<file path="src/rtl/router_pkg.sv">
// Shared router constants: port count, address width and FSM state encoding.
// Also reused by the synchronizer and FIFO blocks.
package router_pkg;

    localparam int NUM_PORTS = 3;
    localparam int ADDR_W    = 2;

    typedef logic [2:0] state_t;

    localparam state_t DECODE_ADDRESS     = 3'd0;
    localparam state_t LOAD_FIRST_DATA    = 3'd1;
    localparam state_t LOAD_DATA          = 3'd2;
    localparam state_t FIFO_FULL_STATE    = 3'd3;
    localparam state_t LOAD_AFTER_FULL    = 3'd4;
    localparam state_t LOAD_PARITY        = 3'd5;
    localparam state_t CHECK_PARITY_ERROR = 3'd6;
    localparam state_t WAIT_TILL_EMPTY    = 3'd7;

    // Selects the per-port flag for a port address; address 3 selects nothing.
    function automatic logic port_sel(
        input logic [NUM_PORTS-1:0] vec,
        input logic [ADDR_W-1:0]    idx
    );
        logic r;
        r = 1'b0;
        case (idx)
            2'd0:    r = vec[0];
            2'd1:    r = vec[1];
            2'd2:    r = vec[2];
            default: r = 1'b0;
        endcase
        return r;
    endfunction

endpackage

</file>
<file path="src/rtl/router_fsm.sv">
// Router control FSM: decodes the header address, sequences header/payload/
// parity loading into the selected FIFO and stalls the source while full.
module router_fsm
    import router_pkg::*;
(
    input  logic              clk,
    input  logic              rst,
    input  logic              pkt_valid,
    input  logic [ADDR_W-1:0] din,
    input  logic              parity_done,
    input  logic              low_pkt_valid,
    input  logic              fifo_full,
    input  logic              empty_0,
    input  logic              empty_1,
    input  logic              empty_2,
    input  logic              soft_reset_0,
    input  logic              soft_reset_1,
    input  logic              soft_reset_2,
    output logic              detect_addr,
    output logic              lfd_state,
    output logic              ld_state,
    output logic              laf_state,
    output logic              full_state,
    output logic              wr_en_reg,
    output logic              rst_int_reg,
    output logic              busy
);

    state_t            state_q, state_d;
    logic [ADDR_W-1:0] addr_q, addr_d;

    logic [NUM_PORTS-1:0] empty_vec;
    logic [NUM_PORTS-1:0] sreset_vec;
    logic                 empty_addr;
    logic                 sreset_addr;

    assign empty_vec   = {empty_2, empty_1, empty_0};
    assign sreset_vec  = {soft_reset_2, soft_reset_1, soft_reset_0};
    assign empty_addr  = port_sel(empty_vec, addr_q);
    assign sreset_addr = port_sel(sreset_vec, addr_q);

    always_ff @(posedge clk or posedge rst) begin
        if (rst) begin
            state_q <= DECODE_ADDRESS;
            addr_q  <= '0;
        end else begin
            state_q <= state_d;
            addr_q  <= addr_d;
        end
    end

    always_comb begin
        state_d     = state_q;
        addr_d      = addr_q;
        detect_addr = 1'b0;
        lfd_state   = 1'b0;
        ld_state    = 1'b0;
        laf_state   = 1'b0;
        full_state  = 1'b0;
        wr_en_reg   = 1'b0;
        rst_int_reg = 1'b0;
        busy        = 1'b1;

        unique case (state_q)
            DECODE_ADDRESS: begin
                detect_addr = 1'b1;
                busy        = 1'b0;
                if (pkt_valid && din != 2'd3) begin
                    addr_d  = din;
                    state_d = port_sel(empty_vec, din) ? LOAD_FIRST_DATA
                                                       : WAIT_TILL_EMPTY;
                end
            end
            WAIT_TILL_EMPTY: begin
                if (empty_addr)
                    state_d = LOAD_FIRST_DATA;
            end
            LOAD_FIRST_DATA: begin
                lfd_state = 1'b1;
                state_d   = LOAD_DATA;
            end
            LOAD_DATA: begin
                ld_state  = 1'b1;
                wr_en_reg = 1'b1;
                busy      = 1'b0;
                if (fifo_full)
                    state_d = FIFO_FULL_STATE;
                else if (!pkt_valid)
                    state_d = LOAD_PARITY;
            end
            FIFO_FULL_STATE: begin
                full_state = 1'b1;
                if (!fifo_full)
                    state_d = LOAD_AFTER_FULL;
            end
            LOAD_AFTER_FULL: begin
                laf_state = 1'b1;
                wr_en_reg = 1'b1;
                if (parity_done)
                    state_d = DECODE_ADDRESS;
                else if (low_pkt_valid)
                    state_d = LOAD_PARITY;
                else
                    state_d = LOAD_DATA;
            end
            LOAD_PARITY: begin
                wr_en_reg = 1'b1;
                state_d   = CHECK_PARITY_ERROR;
            end
            CHECK_PARITY_ERROR: begin
                rst_int_reg = 1'b1;
                state_d     = fifo_full ? FIFO_FULL_STATE : DECODE_ADDRESS;
            end
            default: begin
                state_d = DECODE_ADDRESS;
            end
        endcase

        // A timeout on the selected FIFO abandons the packet from any state.
        if (state_q != DECODE_ADDRESS && sreset_addr)
            state_d = DECODE_ADDRESS;
    end

endmodule

</file>
<file path="config.mk">
export PLATFORM = sky130hd
export DESIGN_NAME = router_fsm
export DESIGN_NICKNAME = d
export VERILOG_FILES = /design/src/rtl/router_pkg.sv /design/src/rtl/router_fsm.sv
export SDC_FILE = /design/constraint.sdc
export NUM_CORES = 1
export LEC_CHECK = 0
export CORE_MARGIN = 10
export CORE_UTILIZATION = 37
export DETAILED_ROUTE_END_ITERATION = 8
export PLACE_DENSITY = 0.71
export SYNTH_ARGS = -nofsm -noshare
export SYNTH_HDL_FRONTEND = slang
export SYNTH_SLANG_ARGS = --single-unit
export TNS_END_PERCENT = 100
</file>
<file path="constraint.sdc">
create_clock -name clk -period 1.3 [get_ports clk]
set_clock_uncertainty 0.15 [all_clocks]
set_input_delay 0.13 -clock clk [delete_from_list [all_inputs] [get_ports clk]]
set_output_delay 0.13 -clock clk [all_outputs]
set_load 0.03 [all_outputs]
</file>
==> results of run 1 <==
[metrics by stage]
stage          cell area [um2]  total power, uW  setup WS [ns]  hold WS, ns
4_1_cts                   1110             2740         -0.304        0.431
5_1_grt                   1170             3130         -0.363        0.255
3_3_place_gp               938             2100         -0.460        0.196
2_1_floorplan              586             1440         -0.250       -0.241
6_report                  1170             2990         -0.328        0.249
3_5_place_dp               938             2140         -0.468        0.191
[how the worst max path moves through the flow]
stage,startpoint,endpoint,cells after the start
floorplan,state_q[0],state_q[1],5
global placement,din[1],state_q[1],5
detailed placement,din[1],state_q[1],5
CTS,state_q[0],wr_en_reg,5
global route,state_q[1],detect_addr,4
finish,state_q[2],detect_addr,4
[layer usage]
metal / GRT usage [%] / up-vias / wire [um]
li1: - / 337 / -
met1: 14.5 / 360 / 965
met2: 25.8 / 43 / 1390
met3: 4.79 / 9 / 225
met4: 9.40 / 0 / 79
met5: 0 / - / 0
[critical path: stages (launching register included)]
cell     delay (ns)
dfrtp_2        0.45
buf_6          0.14
nor3_4         0.23
buf_6          0.13
buf_6          0.12
[final cells by class]
type / instances / area, um2
Timing Repair Buffer: 53 / 495
Fill cell: 72 / 164
Tap cell: 15 / 18.8
Clock buffer: 4 / 26.3
Sequential cell: 5 / 128
Multi-Input combinational cell: 50 / 482
Inverter: 4 / 20.0
[flip-flops by register name (all words and copies together), names as in the netlist]
signal   cells
addr_q       2
state_q      3
[logic make-up (layout without fill, tap and decap cells)]
kind of cell           after synthesis  after routing  synth area share [%]
AND/OR/NAND/NOR                     25             25                  27.1
flip-flops                           5              5                  23.5
AO/OA/AOI/OAI                       21             21                  32.2
buffers and inverters                7             61                  8.47
multiplexers                         4              4                  8.71
[power by group through the flow]
stage / logic, uW / clock network (uW) / registers (uW)
3_5_place_dp: 1800 / 0 / 339
4_1_cts: 2190 / 203 / 349
6_report: 2420 / 205 / 362
3_3_place_gp: 1760 / 0 / 334
5_1_grt: 2550 / 211 / 370
2_1_floorplan: 1100 / 0 / 341
[Yosys cell counts, types with 2 or more instances]
| library cell | n | area share [%] |
|---|---|---|
| nand2b_1 | 3 | 3.5 |
| a21oi_1 | 4 | 3.8 |
| o22a_1 | 2 | 3.3 |
| inv_1 | 4 | 2.8 |
| nor2_1 | 8 | 5.6 |
| buf_2 | 2 | 1.9 |
| nand2_1 | 3 | 2.1 |
| mux2i_1 | 2 | 3.8 |
| dfrtp_1 | 5 | 24 |
[what timing repair did]
| item | CTS | global route |
|---|---|---|
| buffers inserted | 6 | 1 |
| pin swaps | 7 | 4 |
| hold buffers | 1 | 0 |
| endpoints found under the hold margin | 5 | 0 |
| setup endpoints to repair | 13 | 13 |
| gates resized for setup | 24 | 13 |
==> flow_metrics.tcl, run 1 <==
set metrics [dict create \
    track_usage_pct 14.7 \
    p_sw_share_pct 44.7 \
    vias 749 \
    final_cell_mix "buf_4, buf_6, clkdlybuf4s50_1" \
    hp-class "primary input to register" \
    fin_cells 131 \
    io_buffers 21 \
    die_h_um 57.9 \
    routed_wirelength_um 2660 \
    synth_ff_type "dfrtp_1" \
    seqPwrFrac_pct 12.1 \
    async_reset_ff_share_pct 100 \
    drive_gt1_share_pct 59.5 \
    irDropWorstVdd_mv 1.83 \
    cts_buffers 3 \
    syn_inst 62 \
    hold_path_depth 3 \
    synth-edff-count 0 \
    antenna_found_initial 0 \
    violations "negative setup slack" \
    clk-insertion-delay-late_ns 0.27 \
    cts_num_sinks 5 \
    core_area_um2 1330 \
    grt-ovfl-total 0 \
    cp.required_ns 1.02 \
    min_to "addr_q[1]" \
    drv_cap 0 \
    status "finished, violations left" \
    max-slew-margin-rel_pct 78.6 \
    internal_power_uw 1650 \
    avgSynthCellArea_um2 8.58 \
    final_core_util_pct 87.7 \
    start_kind "register" \
    criticalPathCategory "register to primary output" \
    syn_to_final_growth_pct 120 \
    dp_cells 119 \
    cp_max_fo 4 \
    period_share_pct 125 \
    r2r_start "state_q[2]" \
    die_w_um 57.9 \
    finalHoldViolations 0 \
    rows 13 \
    synth-seq-cells 5 \
    cts_buffer_depth 2 \
    clkTransAtPathRegs_ns 0.06 \
    postRouteAntennaNets 0 \
    rsz0062_at_grt "true" \
    drt_first_pass_iters 4 \
    grt_max_degree 8 \
    min-delay-start "din[1]" \
    final_common_cell "buf_4" \
    grt_pass1_vias 777 \
    route.detailed.drc 0 \
    yosysUniqueCellTypes 38 \
    timing.rr.end "state_q[1]" \
    gp_congestion 0.886 \
    tightest_slew_ns 0.320 \
    power.density_nw_per_um2 2560 \
    nets 131 \
    drt_iter0_drc 39 \
    htree_levels 1 \
    synth_area_um2 532 \
    tns_ns -3.47 \
    r2r_setup_slack_ns -0.30 \
    grt_pass1_wl_um 3770 \
    synth_nets 76 \
    yosysWarnings 0 \
    p_sw_uw 1340 \
    start_util_pct 39.9 \
    setup_ws_ns -0.328 \
    max_clock_freq_ghz 0.614 \
    setup_viol 13 \
    antenna_cells 0 \
    die_area_um2 3350 \
    via_per_inst 5.72 \
    cts_root_buf "clkbuf_4" \
    hpwl_um 1580 \
    cts_tree "built" \
    rr_worst_depth 6 \
    drv_slew 0 \
    io_pins 22 \
    p_clk_share_pct 6.9 \
    avgRoutedWirePerCell_um 20.3 \
    worstPathArrival_ns 1.35 \
    combPwrFrac_pct 81.0 \
    period_needed_ns 1.63 \
    ys_seq_area_share_pct 23.5 \
    worst_setup_path_end_kind "primary output" \
    power_leakage_uw 0.000515 \
]
Power figures use the tool's default switching activity.
==> run 2, diff against run 1 <==
--- a/config.mk
+++ b/config.mk
@@ -5,7 +5,7 @@
 export SDC_FILE = /design/constraint.sdc
 export NUM_CORES = 1
 export LEC_CHECK = 0
-export CORE_MARGIN = 10
+export CORE_MARGIN = 8
 export CORE_UTILIZATION = 37
 export DETAILED_ROUTE_END_ITERATION = 8
 export PLACE_DENSITY = 0.71
==> run 2 against run 1 <==
- first-iteration DRC count up 15%
- final area down 1.2%
- global-route usage up 0.76 points
- critical path type is now register to register
- the run still ends with negative setup slack left
- critical path depth up 1
- register-to-register slack worse by 0.14 ns
- sequential share of layout area up 0.13 points
- flip-flop and latch count unchanged
- count of clock-buffer cells in the layout unchanged
- cell count up 2.3%
- sequential power about the same
- highest routed layer unchanged
- non-clock buffer count up 3
==> flow_metrics.tcl, run 2 (synthesized netlist as in run 1, its figures left out) <==
set metrics [dict create \
    status "finished, violations left" \
    violations "negative setup slack" \
    rr_worst_depth 5 \
    track_usage_pct 15.5 \
    cp.required_ns 1.27 \
    criticalPathCategory "register to register" \
    period_share_pct 134 \
    cts_buffer_depth 2 \
    hpwl_um 1350 \
    finalHoldViolations 0 \
    cts_root_buf "clkbuf_4" \
    min-delay-start "addr_q[0]" \
    dp_cells 119 \
    postRouteAntennaNets 0 \
    via_per_inst 5.61 \
    top_regs "state_q x3, addr_q x2" \
    largest-register "state_q" \
    nets 134 \
    drv_slew 0 \
    drt_iter0_drc 45 \
    routed_wirelength_um 2490 \
    fin_cells 134 \
    io_pins 22 \
    r2r_start "state_q[0]" \
    syn_to_final_growth_pct 117 \
    power_leakage_uw 0.000522 \
    drv_cap 0 \
    rows 13 \
    period_needed_ns 1.74 \
    cts_num_sinks 5 \
    die_area_um2 2910 \
    drive_gt1_share_pct 58.0 \
    crit_slowest_cell "dfrtp_2" \
    final_core_util_pct 87.7 \
    r2r_setup_slack_ns -0.44 \
    grt_pass1_wl_um 3370 \
    largest_register_ffs 3 \
    tightest_slew_ns 0.300 \
    max_clock_freq_ghz 0.574 \
    cp-startpoint "state_q[0]" \
    cts_buffers 3 \
    drt_first_pass_iters 4 \
    final_common_cell "buf_4" \
    clk-insertion-delay-late_ns 0.25 \
    setup_viol 13 \
    postLayoutCellArea_um2 1160 \
    start_util_pct 40.4 \
    timing.rr.end "state_q[0]" \
    antenna_found_initial 0 \
    hp-class "register to register" \
    irDropWorstVdd_mv 1.72 \
    htree_levels 1 \
    grt_max_degree 9 \
    grt_pass1_vias 740 \
    final_cell_mix "buf_4, buf_6, clkdlybuf4s50_1, nor2_2" \
    start_kind "register" \
    gp_congestion 0.856 \
    die_w_um 53.9 \
    slowest_delay_ns 0.45 \
    cp_max_fo 5 \
    tns_ns -4.46 \
    grt-ovfl-total 0 \
    avgRoutedWirePerCell_um 18.6 \
    power.density_nw_per_um2 2550 \
    worst_setup_path_end_kind "register" \
    min_to "addr_q[0]" \
    dpl_cell_area_um2 938 \
    core_area_um2 1320 \
    hold_path_depth 1 \
    timing.hold.ws_ns 0.443 \
    die_h_um 53.9 \
    max-slew-margin-rel_pct 79.9 \
    crit_chain "buf_4 -> or3b_4 -> a21boi_2 -> a221o_1 -> a21oi_2" \
    cts_tree "built" \
    vias 752 \
    worstPathArrival_ns 1.71 \
    fillers 54 \
    clkTransAtPathRegs_ns 0.04 \
    setup_ws_ns -0.443 \
    rsz0062_at_grt "true" \
    io_buffers 21 \
    antenna_cells 0 \
    route.detailed.drc 0 \
]
[run 2: stage by stage]
step	power (uW)	setup slack (ns)
after floorplan	1440	-0.250
after global placement	2090	-0.437
after detailed placement	2110	-0.450
after CTS	2680	-0.381
after global routing	3080	-0.482
final	2950	-0.443
[run 2: area by class of cell]
class | count | area, um2 | share of cell area [%]
clock buffer | 4 | 26.3 | 2.27
inverter | 4 | 17.5 | 1.52
multi-input combinational | 50 | 447 | 38.6
sequential | 5 | 128 | 11.0
tap | 15 | 18.8 | 1.62
timing repair buffer | 56 | 519 | 44.9
[run 2: repair_timing]
action / in CTS / in global routing
pin swaps: 6 / 8
endpoints found under the setup margin: 13 / 13
setup buffers: 5 / 5
resized for setup: 24 / 5
endpoints found under the hold margin: 5 / 0
hold buffers: 1 / 0
gates cloned: 0 / 0
[run 2: layer usage]
layer / global-route usage, % / part of all wire (%) / vias up
met1: 17.9 / 40 / 360
met3: 0.826 / 4.1 / 9
met4: 6.30 / 2.8 / 0
li1: - / - / 349
met2: 28.6 / 53 / 34
met5: 0 / 0 / -
[run 2: worst max-delay path by stage]
stage          slack, ns    endpoint  depth (start not counted)
3_5_place_dp       -0.45  state_q[1]                          5
5_1_grt            -0.48  state_q[0]                          5
4_1_cts            -0.38   wr_en_reg                          6
6_report           -0.44  state_q[0]                          5
3_3_place_gp       -0.44  state_q[0]                          5
2_1_floorplan      -0.25  state_q[1]                          5
[run 2: power by group]
part | internal (uW) | total [uW] | leakage, uW | switching, uW
logic | 1300 | 2410 | 0.000448 | 1100
registers | 241 | 361 | 0.0000588 | 120
clock network | 116 | 182 | 0.0000150 | 65.6
total | 1660 | 2950 | 0.000522 | 1290
[run 2: critical path: cells and delay by family (launching register included)]
family,cells,cell delay (ns)
compound gates,3,0.47
flops,1,0.45
simple gates,1,0.37
buf+inv,1,0.16
==> run 3, diff against run 2 <==
--- a/config.mk
+++ b/config.mk
@@ -5,10 +5,11 @@
 export SDC_FILE = /design/constraint.sdc
 export NUM_CORES = 1
 export LEC_CHECK = 0
+export ABC_AREA = 1
 export CORE_MARGIN = 8
 export CORE_UTILIZATION = 37
 export DETAILED_ROUTE_END_ITERATION = 8
-export PLACE_DENSITY = 0.71
+export PLACE_DENSITY = 0.7
 export SYNTH_ARGS = -nofsm -noshare
 export SYNTH_HDL_FRONTEND = slang
 export SYNTH_SLANG_ARGS = --single-unit
==> run 3 against run 2 <==
- the run still ends with negative setup slack left
- non-clock buffer count down 16
- count of clock-buffer cells in the layout is the same
- core utilization decreased by 15 points
- via count decreased by 3.6%
- register-to-register slack better by 0.17 ns
- critical path type unchanged
- highest routed layer is now met3
==> flow_metrics.tcl, run 3 <==
set metrics [dict create \
    rows 14 \
    drive_gt1_share_pct 46.6 \
    drv_cap 0 \
    irDropWorstVdd_mv 0.950 \
    ys_seq_area_share_pct 22.8 \
    slowest_delay_ns 0.39 \
    synth-edff-count 0 \
    core_area_um2 1450 \
    yosysWarnings 0 \
    cts_root_buf "clkbuf_4" \
    top_usage_layer "met2" \
    drt_iter0_drc 7 \
    track_usage_pct 12.8 \
    multi_input_area_um2 442 \
    async_reset_ff_share_pct 100 \
    status "finished, violations left" \
    avgRoutedWirePerCell_um 11.8 \
    grt_pass1_vias 683 \
    timing.hold.ws_ns 0.389 \
    io_buffers 21 \
    synth_nets 105 \
    power.density_nw_per_um2 2540 \
    clkTransAtPathRegs_ns 0.05 \
    antenna_found_initial 0 \
    dpl_cell_area_um2 825 \
    clk-insertion-delay-late_ns 0.24 \
    yosysUniqueCellTypes 22 \
    antenna_cells 0 \
    crit_chain "buf_6 -> buf_4 -> buf_6 -> nand3_4 -> nand2_1 -> nand3b_1 -> nand2_1 -> clkinv_2 -> nand3_2 -> nand2_2" \
    synth_most_common_cell "nand2_1" \
    period_share_pct 121 \
    die_w_um 54.5 \
    grt_max_degree 7 \
    largest_register_ffs 3 \
    start_util_pct 37.7 \
    drv_slew 0 \
    r2r_start "state_q[0]" \
    io_pins 22 \
    worst_setup_path_end_kind "register" \
    fin_cells 149 \
    final_cell_mix "nand2_1, clkdlybuf4s50_1, buf_6, buf_4, inv_1" \
    rsz0062_at_grt "true" \
    tightest_slew_ns 0.194 \
    crit_slowest_cell "dfrtp_1" \
    vias 725 \
    routed_wirelength_um 1760 \
    period_needed_ns 1.57 \
    cp-endpoint "state_q[0]" \
    r2r_setup_slack_ns -0.27 \
    cp_max_fo 5 \
    cts_num_sinks 5 \
    synth_top_area_cell "dfrtp_1" \
    final_core_util_pct 72.7 \
    start_kind "register" \
    hpwl_um 1360 \
    rr_worst_depth 10 \
    dp_cells 135 \
    worstPathArrival_ns 1.55 \
    max_clock_freq_ghz 0.637 \
    final_common_cell "nand2_1" \
    nets 148 \
    finalHoldViolations 0 \
    top_regs "state_q x3, addr_q x2" \
    regArea_um2 126 \
    setup_ws_ns -0.270 \
    synth-seq-cells 5 \
    syn_inst 91 \
    cts_buffers 3 \
    criticalPathCategory "register to register" \
    yosysTopAreaCellShare_pct 22.8 \
    avgSynthCellArea_um2 6.02 \
    use_met2_pct 24.4 \
    ys_top_cells_by_count "nand2_1, nand3_1, inv_1" \
    hp-class "primary input to register" \
    syn_to_final_growth_pct 92.9 \
    cp-startpoint "state_q[0]" \
    max-slew-margin-rel_pct 87.1 \
    grt_pass1_wl_um 2920 \
    power_leakage_uw 0.000544 \
    grt-ovfl-total 0 \
    synth_area_leaders "dfrtp_1, nand2_1, nand3_1, inv_1, nor2_1" \
    die_area_um2 2970 \
    gp_congestion 0.772 \
    cp.required_ns 1.28 \
    drt_first_pass_iters 4 \
    postRouteAntennaNets 0 \
    timing.rr.end "state_q[0]" \
    cts_tree "built" \
    met1_usage_pct 14.3 \
    route.detailed.drc 0 \
    fillers 127 \
    htree_levels 1 \
    cts_buffer_depth 2 \
    postLayoutCellArea_um2 1060 \
    grtUsageMet3_pct 2.99 \
    die_h_um 54.5 \
    via_per_inst 4.87 \
    synth_ff_type "dfrtp_1" \
    largest-register "state_q" \
    setup_viol 13 \
    violations "negative setup slack" \
    synth_area_um2 548 \
]
run 3: final cells by class:
| type | count | area share [%] |
|---|---|---|
| Clock buffer | 4 | 2.49 |
| Sequential cell | 5 | 12.0 |
| Tap cell | 16 | 1.89 |
| Inverter | 14 | 5.56 |
| Timing Repair Buffer | 40 | 36.3 |
| Multi-Input combinational cell | 70 | 41.8 |
run 3: timing repair:
action | in CTS | in global routing
buffers inserted | 5 | 4
resized for setup | 30 | 17
endpoints found under the hold margin | 5 | 0
hold buffers | 1 | 0
setup endpoints to repair | 13 | 13
pin swaps | 13 | 7
run 3: how the worst min path moves through the flow:
stage / endpoint / start / depth (start not counted)
floorplan: addr_q[0] / rst / 1
global placement: addr_q[0] / rst / 2
detailed placement: addr_q[1] / rst / 2
CTS: addr_q[1] / din[1] / 3
global route: addr_q[1] / din[1] / 3
finish: addr_q[1] / din[1] / 3
run 3: power by group:
part / switching (uW) / internal [uW] / total (uW) / leakage (uW)
Clock: 66.9 / 116 / 183 / 0.0000150
Sequential: 102 / 240 / 341 / 0.0000608
Combinational: 1180 / 987 / 2160 / 0.000469
Total: 1340 / 1340 / 2690 / 0.000544
run 3: per-stage QoR:
stage	power (uW)	setup TNS [ns]	worst slack, ns
global route	2890	-2.98	-0.337
finish	2690	-2.14	-0.270
global placement	1890	-1.16	-0.199
detailed placement	1940	-1.49	-0.217
CTS	2490	-2.09	-0.268
floorplan	1420	-0.358	-0.0996
run 3: logic make-up (layout without fill, tap and decap cells):
kind of cell    after synthesis  after routing  synth area share (%)
compound gates                9              9                  9.82
buf+inv                      16             58                  13.0
flops                         5              5                  22.8
simple gates                 61             61                  54.3
run 3: worst max-delay path: cells and delay by family, from the launching register on:
kind,cells,cell delay (ns)
AND/OR/NAND/NOR,6,0.49
flip-flops,1,0.39
buffers and inverters,4,0.43
run 3: layer usage:
metal,vias up,part of all wire [%]
met5,-,0
met1,334,38
li1,368,-
met3,0,6.3
met2,23,56
met4,0,0
